$ cat config.mk
export PLATFORM = sky130hd
export DESIGN_NAME = dsi_hs_lanes_ctrl
export DESIGN_NICKNAME = d
export VERILOG_FILES = /design/src/rtl/dsi_hs_lanes_ctrl.sv
export SDC_FILE = /design/constraint.sdc
export NUM_CORES = 1
export LEC_CHECK = 0
export ABC_AREA = 0
export BUFFER_PORTS_ARGS = -buffer_cell sky130_fd_sc_hd__buf_4
export CAP_MARGIN = 0
export CORE_ASPECT_RATIO = 0.7
export CORE_UTILIZATION = 52
export CTS_CLUSTER_SIZE = 14
export DETAILED_ROUTE_END_ITERATION = 12
export GPL_ROUTABILITY_DRIVEN = 0
export PLACE_DENSITY = 0.92
export REMOVE_ABC_BUFFERS = 1
export SLEW_MARGIN = 20
export SYNTH_ARGS = -nofsm -noshare
export SYNTH_HDL_FRONTEND = slang
export SYNTH_SLANG_ARGS = --single-unit
$ cat constraint.sdc
create_clock -name i_clk_sys -period 8.6 [get_ports i_clk_sys]
set_input_delay 0.86 -clock i_clk_sys [delete_from_list [all_inputs] [get_ports i_clk_sys]]
set_output_delay 0.86 -clock i_clk_sys [all_outputs]
set_load 0.01 [all_outputs]
$ cat src/rtl/dsi_hs_lanes_ctrl.sv
// DSI HS burst sequencer: brings up the HS clock lane, starts LANES data lanes,
// streams LANES bytes per cycle from the packet assembler, then trails data and clock lanes.
module dsi_hs_lanes_ctrl #(
  parameter int LANES           = 4,
  parameter int CLK_PRE_CYCLES  = 4,
  parameter int CLK_POST_CYCLES = 4,
  parameter int WAIT_TIMEOUT    = 64
) (
  input  logic                 i_clk_sys,
  input  logic                 i_rst_n,
  input  logic                 i_clk_continuous,
  input  logic [8*LANES-1:0]   i_pkt_data,
  input  logic                 i_pkt_valid,
  input  logic                 i_pkt_last,
  output logic                 o_pkt_ready,
  output logic                 o_clk_start_rqst,
  output logic                 o_clk_fin_rqst,
  input  logic                 i_clk_data_rqst,
  input  logic                 i_clk_fin_ack,
  output logic [LANES-1:0]     o_lane_start_rqst,
  output logic [LANES-1:0]     o_lane_fin_rqst,
  output logic [8*LANES-1:0]   o_lane_data,
  input  logic [LANES-1:0]     i_lane_data_rqst,
  input  logic [LANES-1:0]     i_lane_fin_ack,
  output logic                 o_busy,
  output logic                 o_err_underflow,
  output logic                 o_err_timeout
);

  typedef enum logic [3:0] {
    S_IDLE,
    S_CLK_START,
    S_CLK_PRE,
    S_DATA_START,
    S_DATA_SYNC,
    S_DATA_ACTIVE,
    S_DATA_FIN,
    S_CLK_POST,
    S_CLK_FIN,
    S_HOLD
  } state_t;

  localparam logic [7:0] PRE_LOAD  = 8'(CLK_PRE_CYCLES - 1);
  localparam logic [7:0] POST_LOAD = 8'(CLK_POST_CYCLES - 1);
  localparam logic [7:0] WAIT_LAST = 8'(WAIT_TIMEOUT - 1);

  state_t           r_state;
  logic [7:0]       r_cnt;
  logic [7:0]       r_wait_cnt;
  logic [LANES-1:0] r_fin_cap;
  logic             r_cont;
  logic             r_clk_run;
  logic             r_clk_start_rqst;
  logic             r_clk_fin_rqst;
  logic [LANES-1:0] r_lane_start_rqst;
  logic             r_busy;
  logic             r_err_underflow;
  logic             r_err_timeout;

  state_t           w_state_next;
  logic [7:0]       w_cnt_next;
  logic [LANES-1:0] w_fin_cap_next;
  logic             w_cont_next;
  logic             w_clk_run_next;
  logic             w_err_underflow_next;
  logic             w_err_timeout_next;
  logic             w_timeout;
  logic             w_pkt_ready;
  logic             w_byte_en;
  logic             w_fin_en;
  logic             w_slot;
  logic             w_all_ack;
  logic             w_wait_expired;
  logic             w_wait_state;

  assign w_slot         = &i_lane_data_rqst;
  assign w_all_ack      = &(r_fin_cap | i_lane_fin_ack);
  assign w_wait_expired = (r_wait_cnt == WAIT_LAST);
  assign w_wait_state   = (r_state == S_CLK_START) || (r_state == S_DATA_SYNC) ||
                          (r_state == S_DATA_FIN)  || (r_state == S_CLK_FIN);

  always_comb begin
    w_state_next         = r_state;
    w_cnt_next           = r_cnt;
    w_fin_cap_next       = r_fin_cap;
    w_cont_next          = r_cont;
    w_clk_run_next       = r_clk_run;
    w_err_underflow_next = r_err_underflow;
    w_err_timeout_next   = r_err_timeout;
    w_timeout            = 1'b0;
    w_pkt_ready          = 1'b0;
    w_byte_en            = 1'b0;
    w_fin_en             = 1'b0;

    case (r_state)
      S_IDLE: begin
        // Continuous mode withdrawn while the clock lane is still up: trail it without a packet
        if (!i_clk_continuous && r_clk_run) begin
          w_state_next = S_CLK_POST;
          w_cnt_next   = POST_LOAD;
          w_cont_next  = 1'b0;
        end else if (i_pkt_valid) begin
          w_err_underflow_next = 1'b0;
          w_err_timeout_next   = 1'b0;
          w_cont_next          = i_clk_continuous;
          if (i_clk_data_rqst && i_clk_continuous) begin
            w_state_next = S_DATA_START;
          end else begin
            w_state_next = S_CLK_START;
          end
        end
      end

      S_CLK_START: begin
        if (i_clk_data_rqst) begin
          w_state_next   = S_CLK_PRE;
          w_cnt_next     = PRE_LOAD;
          w_clk_run_next = 1'b1;
        end else begin
          w_timeout = w_wait_expired;
        end
      end

      S_CLK_PRE: begin
        if (r_cnt == 8'd0) begin
          w_state_next = S_DATA_START;
        end else begin
          w_cnt_next = r_cnt - 8'd1;
        end
      end

      S_DATA_START: begin
        w_state_next = S_DATA_SYNC;
      end

      S_DATA_SYNC: begin
        if (w_slot) begin
          w_state_next = S_DATA_ACTIVE;
        end else begin
          w_timeout = w_wait_expired;
        end
      end

      S_DATA_ACTIVE: begin
        if (w_slot) begin
          w_pkt_ready = 1'b1;
          if (i_pkt_valid) begin
            w_byte_en = 1'b1;
            // Lanes sample fin together with their final byte
            if (i_pkt_last) begin
              w_fin_en       = 1'b1;
              w_state_next   = S_DATA_FIN;
              w_fin_cap_next = r_fin_cap | i_lane_fin_ack;
            end
          end else begin
            w_err_underflow_next = 1'b1;
          end
        end
      end

      S_DATA_FIN: begin
        if (w_all_ack) begin
          w_fin_cap_next = '0;
          w_cnt_next     = POST_LOAD;
          w_state_next   = r_cont ? S_IDLE : S_CLK_POST;
        end else begin
          w_fin_cap_next = r_fin_cap | i_lane_fin_ack;
          w_timeout      = w_wait_expired;
        end
      end

      S_CLK_POST: begin
        if (r_cnt == 8'd0) begin
          w_state_next = S_CLK_FIN;
        end else begin
          w_cnt_next = r_cnt - 8'd1;
        end
      end

      S_CLK_FIN: begin
        if (i_clk_fin_ack) begin
          w_state_next   = S_HOLD;
          w_clk_run_next = 1'b0;
        end else begin
          w_timeout = w_wait_expired;
        end
      end

      S_HOLD: begin
        w_state_next = S_IDLE;
      end

      default: begin
        w_state_next = S_IDLE;
      end
    endcase

    // Abort drops every request by returning straight to IDLE
    if (w_timeout) begin
      w_state_next       = S_IDLE;
      w_err_timeout_next = 1'b1;
      w_clk_run_next     = 1'b0;
      w_fin_cap_next     = '0;
    end
  end

  always_ff @(posedge i_clk_sys or negedge i_rst_n) begin
    if (!i_rst_n) begin
      r_state           <= S_IDLE;
      r_cnt             <= 8'd0;
      r_wait_cnt        <= 8'd0;
      r_cont            <= 1'b0;
      r_clk_run         <= 1'b0;
      r_clk_start_rqst  <= 1'b0;
      r_clk_fin_rqst    <= 1'b0;
      r_lane_start_rqst <= '0;
      r_busy            <= 1'b0;
      r_err_underflow   <= 1'b0;
      r_err_timeout     <= 1'b0;
    end else begin
      r_state           <= w_state_next;
      r_cnt             <= w_cnt_next;
      r_cont            <= w_cont_next;
      r_clk_run         <= w_clk_run_next;
      r_clk_start_rqst  <= (w_state_next == S_CLK_START);
      r_clk_fin_rqst    <= (w_state_next == S_CLK_FIN);
      r_lane_start_rqst <= {LANES{w_state_next == S_DATA_START}};
      r_busy            <= (w_state_next != S_IDLE);
      r_err_underflow   <= w_err_underflow_next;
      r_err_timeout     <= w_err_timeout_next;
      if (w_state_next != r_state) begin
        r_wait_cnt <= 8'd0;
      end else if (w_wait_state) begin
        r_wait_cnt <= r_wait_cnt + 8'd1;
      end
    end
  end

  for (genvar gi = 0; gi < LANES; gi++) begin : g_lane
    always_ff @(posedge i_clk_sys or negedge i_rst_n) begin
      if (!i_rst_n) begin
        r_fin_cap[gi] <= 1'b0;
      end else begin
        r_fin_cap[gi] <= w_fin_cap_next[gi];
      end
    end

    assign o_lane_data[8*gi +: 8] = w_byte_en ? i_pkt_data[8*gi +: 8] : 8'h00;
    assign o_lane_fin_rqst[gi]    = w_fin_en;
  end

  assign o_pkt_ready       = w_pkt_ready;
  assign o_clk_start_rqst  = r_clk_start_rqst;
  assign o_clk_fin_rqst    = r_clk_fin_rqst;
  assign o_lane_start_rqst = r_lane_start_rqst;
  assign o_busy            = r_busy;
  assign o_err_underflow   = r_err_underflow;
  assign o_err_timeout     = r_err_timeout;

endmodule

==> metrics, run 1 <==
drt first pass iters=5; Initial DRC Count=214; cells resized by post-CTS repair=0; Critical R2R Launch=r_state[2]$_DFF_PN0_; vias per inst=5.78; Mapped Area=0.00220 mm^2; first-pass GRT wire length=9.91 mm; flops & latches, synth=32; Mean Syn Cell Area=8.45 um^2; Placement Setup Slack=5.47 ns; antenna-violating nets left=0; Overflow after GRT=0; hpwl dp=4.63 mm; Distinct cells, synth=53; H-tree levels=2; Reg clk slew, reported paths=0.07 ns; largest net degree at the start of global routing=41; cells on worst reg2reg path=6; Critical-path top delay cell=dfrtp_1; CTS tree=yes; RSZ-0062 raised after global routing=no; EDFF count, synth=0; diode count=0; Post-synth ARST share=100%; initial core utilization=55.2%; Yosys Warn Count=0; residual DRC count=0; Worst-Skew Late Latency=0.29 ns; R2R Path End=r_wait_cnt[7]$_DFFE_PN0P_; final hold vios=0; IO Pins=93; TNS Setup=0 ns; CP Max Fanout=35; pwr dens=236 mW/mm^2; clk sink count=32; max capacitance violation total=0; Pleak=1.55 nW; CP Data Arrival Time=2.43 ns; min cycle time layout=3.29 ns; Setup crit start kind=flip-flop; Seq/Total Area, Yosys=36.3%; Main synth FF type=dfrtp_1; register-to-register setup slack=5.36 ns; die footprint=0.00451 mm^2; root buffer cell=clkbuf_8; final WL=6.22 mm; core footprint=0.00399 mm^2; Rows=19; die width=79.8 um; Hold-fix buffers, CTS=0; initial antenna violation count=0; Finished Core Util=73.6%; Peak Freq=0.304 GHz; drt wl/cell=15.9 um; final period utilization=38.3%; Setup crit end kind=output pin; # setup viols final=0; Vias=2260; Worst Skew=0.00248 ns; Post-layout nets=387; worst hold-check path type=input pin to async pin; Worst path max stage delay=0.69 ns; CTS Buf Count=5; Synth Instances=261; via count of the first global-routing pass=1923; Die Ht=56.5 um; worst vdd ir=0.000194 V; Max clock buf depth=2; area grow syn2layout=33.4%; Rel. slew slack=45.3%; GRT Total Usage=28.8%; Cell Chain, Critical Path=nand2b_1 > nor2_1 > nand2_1 > inv_1 > and3_1 > buf_4; max-slew violation count=0; # Post-CTS Setup Buffers=0; outcome=completed; share of post-route cells with drive strength above 1=31.0%; Worst Path Required=7.74 ns; Final WS setup=5.31 ns; Tightest Pin Transition=0.810 ns; Buffers on Ports=92; CP Class=flip-flop to output pin
==> stage by stage <==
stage | total power (W) | cell area, um^2 | std cells | hold slack, ns
6_report | 0.000693 | 2940 | 391 | 0.499
3_5_place_dp | 0.000558 | 2840 | 383 | 0.491
3_3_place_gp | 0.000550 | 2840 | 383 | 0.477
5_1_grt | 0.000747 | 2940 | 391 | 0.521
2_1_floorplan | 0.000459 | 2090 | 239 | 0.463
4_1_cts | 0.000684 | 2940 | 391 | 0.508
==> cells by family (layout without fill, tap and decap cells) <==
group / Yosys count / count (layout) / synth area share (%)
AND/OR/NAND/NOR: 133 / 133 / 34.7
flip-flops: 32 / 32 / 36.3
AO/OA/AOI/OAI: 47 / 47 / 14.5
adder cells (fa/ha/maj): 2 / 2 / 1.13
XOR/XNOR: 15 / 15 / 5.96
multiplexers: 1 / 1 / 0.454
buffers and inverters: 31 / 109 / 6.92
==> placed cells by master (no fill, tap or decap), types with 6 or more instances in the layout <==
master / Yosys / layout
and3_1: 35 / 35
inv_1: 9 / 9
clkbuf_8: 0 / 6
nor2_1: 27 / 27
nand2_1: 10 / 10
dfrtp_1: 32 / 32
nand3_1: 9 / 9
nor4_1: 11 / 11
xor2_1: 11 / 11
a21oi_1: 12 / 12
nor3_1: 9 / 9
o21ai_0: 7 / 7
buf_4: 7 / 92
==> worst max path at each step <==
stage	startpoint	endpoint
floorplan	r_cnt[0]$_DFFE_PN0P_	r_wait_cnt[0]$_DFFE_PN0P_
global placement	i_lane_data_rqst[2]	o_lane_data[21]
detailed placement	r_state[2]$_DFF_PN0_	r_wait_cnt[0]$_DFFE_PN0P_
CTS	r_state[0]$_DFF_PN0_	o_lane_data[28]
global route	r_state[2]$_DFF_PN0_	r_wait_cnt[7]$_DFFE_PN0P_
finish	r_state[0]$_DFF_PN0_	o_lane_data[5]
==> worst max-delay path: cells and delay by family, from the launching register on <==
family / cells / cell delay, ns
buffers and inverters: 2 / 0.71
and+or+nand+nor: 4 / 0.74
DFF: 1 / 0.69
==> power by group <==
part / internal [W] / switching, W / leakage, nW
Sequential: 0.000186 / 0.0000513 / 0.410
Clock: 0.0000650 / 0.0000578 / 0.0445
Combinational: 0.000134 / 0.000198 / 1.09
Total: 0.000385 / 0.000307 / 1.55
==> Yosys cell counts (2+ instances only) <==
cell        n  share of area (%)
a41oi_1     3                1.2
nor4_1     11                3.1
nand2_1    10                1.7
a31oi_1     4                1.1
o22a_1      2               0.79
o21ai_0     7                1.6
nor4b_1     2               0.79
a2111oi_0   3                1.2
nor2b_1     4                1.1
nand2b_1    3               0.85
nor3_1      9                2.0
and3_1     35                9.9
nand4_1     3               0.85
nor3b_1     4                1.4
xnor2_1     4                1.6
a211oi_1    2               0.68
o211ai_1    2               0.68
dfrtp_1    32                 36
buf_4       7                2.4
buf_1       2               0.34
and2_1      4                1.1
buf_2       2               0.45
a22oi_1     2               0.68
inv_1       9                1.5
a32oi_1     2               0.79
ha_1        2                1.1
nand3_1     9                2.0
a21oi_1    12                2.7
nor2_1     27                4.6
xor2_1     11                4.4
clkbuf_1   10                1.7
==> cell type report <==
type                       count  area (um^2)
multi-input combinational    198         1260
fill                         315         1050
sequential                    32          801
timing repair buffer          92          691
clock buffer                   7         86.3
tap                           52         65.1
inverter                       9         33.8
clock inverter                 1         7.51
==> registers in the layout (all words and copies together), names as in the netlist, 4 cells and up <==
name / count
r_fin_cap: 4
r_cnt: 8
r_wait_cnt: 8
r_state: 4
==> per-layer routing <==
metal | GRT usage [%] | vias up | wire, um
met5 | 0 | - | 0
met4 | 7.91 | 0 | 57
met3 | 6.34 | 6 | 433
met2 | 38.3 | 88 | 2700
met1 | 45.8 | 1053 | 3020
li1 | - | 1113 | -
Note: power is estimated with default switching activity, not from simulation.
==> inputs of run 2 (changes only) <==
--- a/config.mk
+++ b/config.mk
@@ -9,11 +9,11 @@
 export BUFFER_PORTS_ARGS = -buffer_cell sky130_fd_sc_hd__buf_4
 export CAP_MARGIN = 0
 export CORE_ASPECT_RATIO = 0.7
-export CORE_UTILIZATION = 52
+export CORE_UTILIZATION = 48
 export CTS_CLUSTER_SIZE = 14
 export DETAILED_ROUTE_END_ITERATION = 12
 export GPL_ROUTABILITY_DRIVEN = 0
-export PLACE_DENSITY = 0.92
+export PLACE_DENSITY = 0.86
 export REMOVE_ABC_BUFFERS = 1
 export SLEW_MARGIN = 20
 export SYNTH_ARGS = -nofsm -noshare
==> constraint.sdc (replaced) <==
create_clock -name i_clk_sys -period 3.4 [get_ports i_clk_sys]
set_input_delay 0.34 -clock i_clk_sys [delete_from_list [all_inputs] [get_ports i_clk_sys]]
set_output_delay 0.34 -clock i_clk_sys [all_outputs]
set_load 0.01 [all_outputs]
==> run 2 against run 1 <==
Power rose to 2.7 times the previous value; critical endpoint is now r_wait_cnt[6]$_DFFE_PN0P_; non-clock buffer count increased by 7; largest power group unchanged; worst hold slack got worse by 0.20 ns; global-route usage fell by 2.8 points; combinational power rose to 2.8 times the previous value; setup slack lost 4.9 ns; die area is 8.1% higher; sequential cell count unchanged.
==> metrics, run 2 (synthesis gave the netlist of run 1 again) <==
Worst Skew=0.00284 ns; drt first pass iters=4; Area after DPL=0.00289 mm^2; # setup viols final=0; biggest regs=r_cnt (8), r_wait_cnt (8); initial antenna violation count=0; core footprint=0.00438 mm^2; CTS tree=yes; Max clock buf depth=2; Setup crit end kind=flip-flop; clk sink count=32; design area=0.00301 mm^2; max-slew violation count=0; Reg clk slew, reported paths=0.06 ns; Post-layout nets=394; max capacitance violation total=0; vias per inst=5.81; Rows=20; residual DRC count=0; die footprint=0.00487 mm^2; Worst Path Required=3.58 ns; final period utilization=87.6%; Placement Setup Slack=0.282 ns; Tightest Pin Transition=0.721 ns; Final WS setup=0.422 ns; Overflow after GRT=0; Initial DRC Count=207; most frequent cells in the layout=buf_4 (98), and3_1 (35), dfrtp_1 (32), nor2_1 (27), a21oi_1 (12); CP Data Arrival Time=3.16 ns; TNS Setup=0 ns; GRT Total Usage=26.0%; final hold vios=0; die width=83 um; Setup crit start kind=flip-flop; diode count=0; commonest non-fill, non-tap cell in the layout=buf_4; share of post-route cells with drive strength above 1=32.1%; CTS Buf Count=5; outcome=completed; Crit path max-delay family=simple AND/OR/NAND/NOR gates; Vias=2328; overall power=0.00186 W; final WL=6.22 mm; Peak Freq=0.336 GHz; H-tree levels=2; first-pass GRT wire length=9.89 mm; initial core utilization=50.3%; buffers plus inverters on the worst setup path=1; IO Pins=93; Critical-path top delay cell=or4_4; worst hold-check path type=input pin to flip-flop; pwr dens=616 mW/mm^2; root buffer cell=clkbuf_8; min cycle time layout=2.98 ns; Die Ht=58.7 um; CP Max Fanout=8; Worst path max stage delay=0.56 ns; Rel. slew slack=51.5%; Finished Core Util=68.8%; hpwl dp=4.68 mm; antenna-violating nets left=0; Pleak=1.59 nW; Buffers on Ports=92; via count of the first global-routing pass=1966; Cell Chain, Critical Path=inv_1 > ha_1 > or4b_4 > o211a_1 > or4_4 > o21ai_1 > or3b_1 > nor4_1; drt wl/cell=15.5 um; RSZ-0062 raised after global routing=no; area grow syn2layout=36.7%; worst vdd ir=0.000441 V; Worst-Skew Late Latency=0.29 ns; CP Class=flip-flop to flip-flop; largest net degree at the start of global routing=41
==> run 2: path summary, 6_finish.rpt <==
path	slack (ns)	from	cells past startpoint	end
max	0.42	r_cnt[0]$_DFFE_PN0P_	8	r_wait_cnt[6]$_DFFE_PN0P_
min	0.29	i_lane_fin_ack[0]	3	r_fin_cap[0]$_DFFE_PN0P_
max reg2reg	0.42	r_cnt[0]$_DFFE_PN0P_	8	r_wait_cnt[6]$_DFFE_PN0P_
min reg2reg	0.50	r_fin_cap[0]$_DFFE_PN0P_	2	r_fin_cap[0]$_DFFE_PN0P_
max in group asynchronous	2.56	i_rst_n	2	r_wait_cnt[7]$_DFFE_PN0P_
min in group asynchronous	0.52	i_rst_n	2	r_wait_cnt[5]$_DFFE_PN0P_
==> run 2: repair_timing <==
item | CTS | global route
buffers inserted | 0 | 0
endpoints found under the setup margin | 0 | 8
hold buffers | 1 | 0
gates resized for setup | 0 | 1
endpoints found under the hold margin | 32 | 0
==> run 2: final cells by class <==
class                      instances  area (um^2)
fill                             350         1370
multi-input combinational        198         1260
sequential                        32          801
timing repair buffer              99          746
clock buffer                       6         72.6
tap                               55         68.8
clock inverter                     2         35.0
inverter                           9         33.8
==> run 2: per-stage QoR <==
| step | hold slack (ns) | instances |
|---|---|---|
| 6_report | 0.295 | 401 |
| 5_1_grt | 0.348 | 401 |
| 4_1_cts | 0.292 | 401 |
| 3_5_place_dp | 0.307 | 392 |
| 3_3_place_gp | 0.298 | 392 |
| 2_1_floorplan | 0.0444 | 239 |
==> run 2: tightest hold or removal path, cell delays in order <==
cell and delay [ns]:
buf_4 0.08, a21oi_1 0.05, nor2_1 0.07
==> run 2: per-layer routing <==
layer | vias to the layer above | wire length (um) | GRT usage, %
met1 | 1118 | 3120 | 41.0
met4 | 0 | 61 | 5.42
met3 | 8 | 402 | 7.29
met2 | 80 | 2630 | 34.9
li1 | 1122 | - | -
met5 | - | 0 | 0
==> run 2: power by group <==
group / internal (W) / switching [W] / total, W
clock: 0.000217 / 0.000142 / 0.000359
sequential: 0.000471 / 0.0000887 / 0.000560
combinational: 0.000379 / 0.000559 / 0.000938
